`src/rtl/reg_dump_tx.sv`:
```
// reg_dump_tx: debug read-out engine for the 32x32 register file.
// Walks the debug read port from register 0 to LAST_REG and sends a sync
// byte followed by every captured word (big-endian) as an 8N1 UART stream.
//
// state   | meaning
// --------+-----------------------------------------------------------
// S_IDLE  | txd high, waiting for start
// S_SYNC  | shifting out the 0xA5 sync byte
// S_FETCH | one idle-high cycle, word captured from reg_out_data
// S_SEND  | shifting out the 4 bytes of the captured word
// S_DONE  | one-cycle done pulse, back to idle

module reg_dump_tx #(
   parameter int CLKS_PER_BIT = 434,
   parameter int LAST_REG     = 31
) (
   input  logic        clock,
   input  logic        reset,
   input  logic        start,
   output logic [4:0]  reg_out_id,
   input  logic [31:0] reg_out_data,
   output logic        txd,
   output logic        busy,
   output logic        done
);

   // Bit-time counter is a down-counter reloaded at every bit boundary.
   localparam int CW = (CLKS_PER_BIT > 1) ? $clog2(CLKS_PER_BIT) : 1;
   localparam logic [CW-1:0] BIT_RELOAD = CW'(CLKS_PER_BIT - 1);
   localparam logic [4:0]    LAST_ID    = 5'(LAST_REG);
   localparam logic [3:0]    START_BIT  = 4'd0;
   localparam logic [3:0]    STOP_BIT   = 4'd9;
   localparam logic [1:0]    LAST_BYTE  = 2'd3;
   localparam logic [7:0]    SYNC_BYTE  = 8'hA5;

   localparam logic [2:0] S_IDLE  = 3'd0;
   localparam logic [2:0] S_SYNC  = 3'd1;
   localparam logic [2:0] S_FETCH = 3'd2;
   localparam logic [2:0] S_SEND  = 3'd3;
   localparam logic [2:0] S_DONE  = 3'd4;

   logic [2:0]    state_q,    state_d;
   logic [CW-1:0] bit_cnt_q,  bit_cnt_d;
   logic [3:0]    bit_idx_q,  bit_idx_d;
   logic [1:0]    byte_idx_q, byte_idx_d;
   logic [4:0]    reg_id_q,   reg_id_d;
   logic [31:0]   word_q,     word_d;

   logic       bit_end;
   logic       byte_end;
   logic       shifting;
   logic [7:0] tx_byte;
   logic [2:0] data_sel;
   logic       frame_bit;

   assign bit_end  = (bit_cnt_q == '0);
   assign byte_end = bit_end && (bit_idx_q == STOP_BIT);
   assign shifting = (state_q == S_SYNC) || (state_q == S_SEND);

   // State sequencing: the stop bit of the last byte of a phase decides where to go.
   always_comb begin
      state_d = state_q;
      case (state_q)
         S_IDLE: begin
            if (start) begin
               state_d = S_SYNC;
            end
         end
         S_SYNC: begin
            if (byte_end) begin
               state_d = S_FETCH;
            end
         end
         S_FETCH: begin
            state_d = S_SEND;
         end
         S_SEND: begin
            if (byte_end && (byte_idx_q == LAST_BYTE)) begin
               if (reg_id_q == LAST_ID) begin
                  state_d = S_DONE;
               end else begin
                  state_d = S_FETCH;
               end
            end
         end
         S_DONE: begin
            state_d = S_IDLE;
         end
         default: begin
            state_d = S_IDLE;
         end
      endcase
   end

   // Bit timer: reloaded on entry to a byte and at every bit boundary, never wraps.
   always_comb begin
      bit_cnt_d = bit_cnt_q;
      case (state_q)
         S_IDLE: begin
            if (start) begin
               bit_cnt_d = BIT_RELOAD;
            end
         end
         S_FETCH: begin
            bit_cnt_d = BIT_RELOAD;
         end
         S_SYNC, S_SEND: begin
            if (bit_end) begin
               bit_cnt_d = BIT_RELOAD;
            end else begin
               bit_cnt_d = bit_cnt_q - 1'b1;
            end
         end
         default: begin
            bit_cnt_d = bit_cnt_q;
         end
      endcase
   end

   // Bit index within a byte: 0 is the start bit, 9 the stop bit.
   always_comb begin
      bit_idx_d = bit_idx_q;
      case (state_q)
         S_IDLE: begin
            if (start) begin
               bit_idx_d = START_BIT;
            end
         end
         S_FETCH: begin
            bit_idx_d = START_BIT;
         end
         S_SYNC, S_SEND: begin
            if (bit_end) begin
               if (bit_idx_q == STOP_BIT) begin
                  bit_idx_d = START_BIT;
               end else begin
                  bit_idx_d = bit_idx_q + 1'b1;
               end
            end
         end
         default: begin
            bit_idx_d = bit_idx_q;
         end
      endcase
   end

   // Byte index within the current word; cleared at FETCH, advanced after each stop bit.
   always_comb begin
      byte_idx_d = byte_idx_q;
      if (state_q == S_FETCH) begin
         byte_idx_d = 2'd0;
      end else if ((state_q == S_SEND) && byte_end && (byte_idx_q != LAST_BYTE)) begin
         byte_idx_d = byte_idx_q + 1'b1;
      end
   end

   // Register address: cleared on start, held through FETCH/SEND, stepped only below LAST_REG.
   always_comb begin
      reg_id_d = reg_id_q;
      if ((state_q == S_IDLE) && start) begin
         reg_id_d = 5'd0;
      end else if ((state_q == S_SEND) && byte_end && (byte_idx_q == LAST_BYTE) &&
                   (reg_id_q != LAST_ID)) begin
         reg_id_d = reg_id_q + 1'b1;
      end
   end

   // Word snapshot: reg_out_data is only looked at on the FETCH closing edge.
   always_comb begin
      word_d = word_q;
      if (state_q == S_FETCH) begin
         word_d = reg_out_data;
      end
   end

   // State and datapath registers.
   always_ff @(posedge clock or negedge reset) begin
      if (!reset) begin
         state_q    <= S_IDLE;
         bit_cnt_q  <= '0;
         bit_idx_q  <= START_BIT;
         byte_idx_q <= 2'd0;
         reg_id_q   <= 5'd0;
         word_q     <= 32'd0;
      end else begin
         state_q    <= state_d;
         bit_cnt_q  <= bit_cnt_d;
         bit_idx_q  <= bit_idx_d;
         byte_idx_q <= byte_idx_d;
         reg_id_q   <= reg_id_d;
         word_q     <= word_d;
      end
   end

   // Byte currently on the line: sync byte, or the word most significant byte first.
   always_comb begin
      tx_byte = SYNC_BYTE;
      if (state_q == S_SEND) begin
         case (byte_idx_q)
            2'd0:    tx_byte = word_q[31:24];
            2'd1:    tx_byte = word_q[23:16];
            2'd2:    tx_byte = word_q[15:8];
            default: tx_byte = word_q[7:0];
         endcase
      end
   end

   assign data_sel = 3'(bit_idx_q - 4'd1);

   // Frame bit: start 0, data LSB first, stop 1.
   always_comb begin
      frame_bit = 1'b1;
      if (bit_idx_q == START_BIT) begin
         frame_bit = 1'b0;
      end else if (bit_idx_q < STOP_BIT) begin
         frame_bit = tx_byte[data_sel];
      end
   end

   // Outputs decode straight from state so reset forces them immediately.
   assign txd        = shifting ? frame_bit : 1'b1;
   assign busy       = shifting || (state_q == S_FETCH);
   assign done       = (state_q == S_DONE);
   assign reg_out_id = reg_id_q;

endmodule

```
`config.mk`:
```
export PLATFORM = sky130hd
export DESIGN_NAME = reg_dump_tx
export DESIGN_NICKNAME = d
export VERILOG_FILES = /design/src/rtl/reg_dump_tx.sv
export SDC_FILE = /design/constraint.sdc
export NUM_CORES = 1
export LEC_CHECK = 0
export ABC_AREA = 1
export BUFFER_PORTS_ARGS = -buffer_cell sky130_fd_sc_hd__buf_4
export CORE_MARGIN = 5
export CORE_UTILIZATION = 52
export CTS_CLUSTER_DIAMETER = 100
export DETAILED_ROUTE_END_ITERATION = 16
export HOLD_SLACK_MARGIN = 0.08
export PLACE_DENSITY = 0.72
export SYNTH_ARGS = -nofsm -noshare
export SYNTH_HDL_FRONTEND = slang
export SYNTH_SLANG_ARGS = --single-unit
```
`constraint.sdc`:
```
create_clock -name clock -period 3.99 [get_ports clock]
set_input_delay 0.798 -clock clock [delete_from_list [all_inputs] [get_ports clock]]
set_output_delay 0.798 -clock clock [all_outputs]
set_load 0.05 [all_outputs]
```
==> results_dict.tcl <==
set metrics [dict create \
    hold_viol 0 \
    dr.pass1.iters 4 \
    die_area_um2 7166 \
    post-cts-setup-buffers 0 \
    worstPathMaxFanout 10 \
    num-fill-cells 552 \
    startpoint "byte_idx_q[0]" \
    min_from "word_q[23]" \
    critPathKind "reg -> out" \
    fin_crit_ns 3.002 \
    cap_violations 0 \
    antenna_found_initial 0 \
    clk_latency_ns 0.31 \
    powerDensity_nw_per_um2 267.1 \
    netlist_top_cells_area "dfrtp_1, nand2_1, ha_1" \
    drc 0 \
    outcome "completed" \
    mostFrequentLayoutCells "nand2_1, dfrtp_1, buf_4" \
    port_buffers 42 \
    rsz0062_at_grt "false" \
    cts_tree "built" \
    diodes 0 \
    area_growth_pct 15.24 \
    regArea_um2 1376 \
    dieHeight_um 84.65 \
    vias_per_cell 4.968 \
    ir_drop_v 0.0001901 \
    htree_levels 2 \
    grt_usage 0.1762 \
    fp-row-count 27 \
    drive_gt1_frac 0.1502 \
    coreArea_um2 5473 \
    critPathCaptureType "output port" \
    leakagePower_nw 1.737 \
    multi_input_area_um2 1353 \
    grt_first_pass_wirelength_mm 10.36 \
    worst_slew_pin_slew_ns 0.9235 \
    final_cell_area_um2 3339 \
    placed_area_um2 3254 \
    syn_inst 386 \
    grt_pass1_vias 2418 \
    vias 2474 \
    finalSetupTns_ns 0 \
    worstPathRequired_ns 3.19 \
    min_path_type "reg -> reg" \
    clockBufferDepth 2 \
    fin_crit_sh 0.7523 \
    wirelength_mm 5.970 \
    die_w_um 84.65 \
    slew-limit-headroom 0.3836 \
    fin_util 0.6102 \
    clkSinkCount 55 \
    drv_slew 0 \
    root_buffer "clkbuf_8" \
    ys_seq_area_frac 0.4750 \
    ys_types 31 \
    ys_ff_latch 55 \
    fin_nets 471 \
    yosysTopAreaCell "dfrtp_1" \
    routedWlPerCell_um 11.99 \
    syn_area_per_cell_um2 7.507 \
    netlist_area_um2 2898 \
    fmax_mhz 333.2 \
    startpoint_type "flop" \
    r2r-start "state_q[0]" \
    skew_ns 0.005653 \
    overflow 0 \
    total_power_mw 0.8919 \
    clk_pin_slew_ns 0.09 \
    drtIter0Drc 128 \
    place_hpwl_mm 4.449 \
    syn-num-nets 432 \
    cts_buffers 5 \
    yosys.area.top_type_share 0.4750 \
    setup_viol 0 \
    grt_max_degree 56 \
    final_common_cell "nand2_1" \
    cts_hold_buf 0 \
    start_util 0.5295 \
    ant_nets 0 \
    num_io_pins 43 \
    cts_resized 0 \
    yosysWarnings 0 \
    worstPathArrival_ns 2.20 \
    routabilityCongestion 0.8275 \
]
-- final cells by class --
cell class / count / area share
flip-flops and latches: 55 / 0.4121
multi-input cells: 290 / 0.4050
repair buffers: 43 / 0.09667
well taps: 72 / 0.02698
inverters: 30 / 0.03372
clock buffers: 6 / 0.02173
clock inverters: 2 / 0.003747
-- through the flow --
stage                     hold WS, ns  std cells  setup WS, ns
after global placement         0.4633        490         1.362
after floorplan                0.4487        386         1.525
after detailed placement       0.4656        490         1.325
final                          0.4854        498        0.9884
after global routing           0.5140        498        0.6126
after CTS                      0.4903        498        0.9708
-- cells by family after synthesis --
family / Yosys count / synth area share
xor gates and xnor gates: 2 / 0.006046
AOI/OAI and AO/OA: 36 / 0.06866
buffers and inverters: 41 / 0.05829
adders and majority gates: 11 / 0.04749
and+or+nand+nor: 241 / 0.3446
DFF: 55 / 0.4750
-- layer usage --
| layer | vias up | global-route usage | part of all wire |
|---|---|---|---|
| met5 | - | 0 | 0 |
| met4 | 0 | 0.05180 | 0.013 |
| met3 | 5 | 0.03337 | 0.034 |
| met2 | 37 | 0.2975 | 0.47 |
| met1 | 1140 | 0.2301 | 0.48 |
| li1 | 1292 | - | - |
-- critical path, stage by stage (launching register included) --
cell      delay [ns]
dfrtp_1         0.39
ha_1            0.36
clkinv_1        0.29
nor2_1          0.15
nor2_1          0.06
o21ai_0         0.07
nand2_1         0.08
a21oi_1         0.12
nand2_1         0.06
nand3_1         0.08
nand2_1         0.07
buf_4           0.19
-- where the power goes --
part           internal [mW]  switching, mW
combinational         0.0208         0.0144
sequential             0.557              0
clock                  0.123          0.177
-- sequential cells by signal, indices dropped and copies added (netlist names) --
signal / cells
word_q: 32
byte_idx_q: 2
bit_idx_q: 4
state_q: 3
bit_cnt_q: 9
reg_out_id: 5
-- synth_stat cells (all sizes together) --
| cell | count |
|---|---|
| nand2 | 172 |
| dfrtp | 55 |
| nor2 | 34 |
| inv | 29 |
| nand3 | 20 |
| o21ai | 17 |
| a21oi | 13 |
| ha | 11 |
| nor3 | 9 |
| clkbuf | 6 |
| buf | 5 |
| nand4 | 3 |
| o211ai | 3 |
| xor2 | 2 |
| a211oi | 1 |
| a31oi | 1 |
| and3 | 1 |
| clkinv | 1 |
| nand3b | 1 |
| o32ai | 1 |
| or2 | 1 |
-- final timing paths --
path                                 to  slack (ns)  depth (start not counted)
setup / recovery                    txd        0.99                         11
hold / removal               word_q[23]        0.49                          2
setup reg to reg             word_q[22]        1.58                          6
hold reg to reg              word_q[23]        0.49                          2
max in group asynchronous     word_q[8]        3.00                          1
min in group asynchronous  bit_cnt_q[5]        0.51                          1
(Power assumes the default switching activity.)
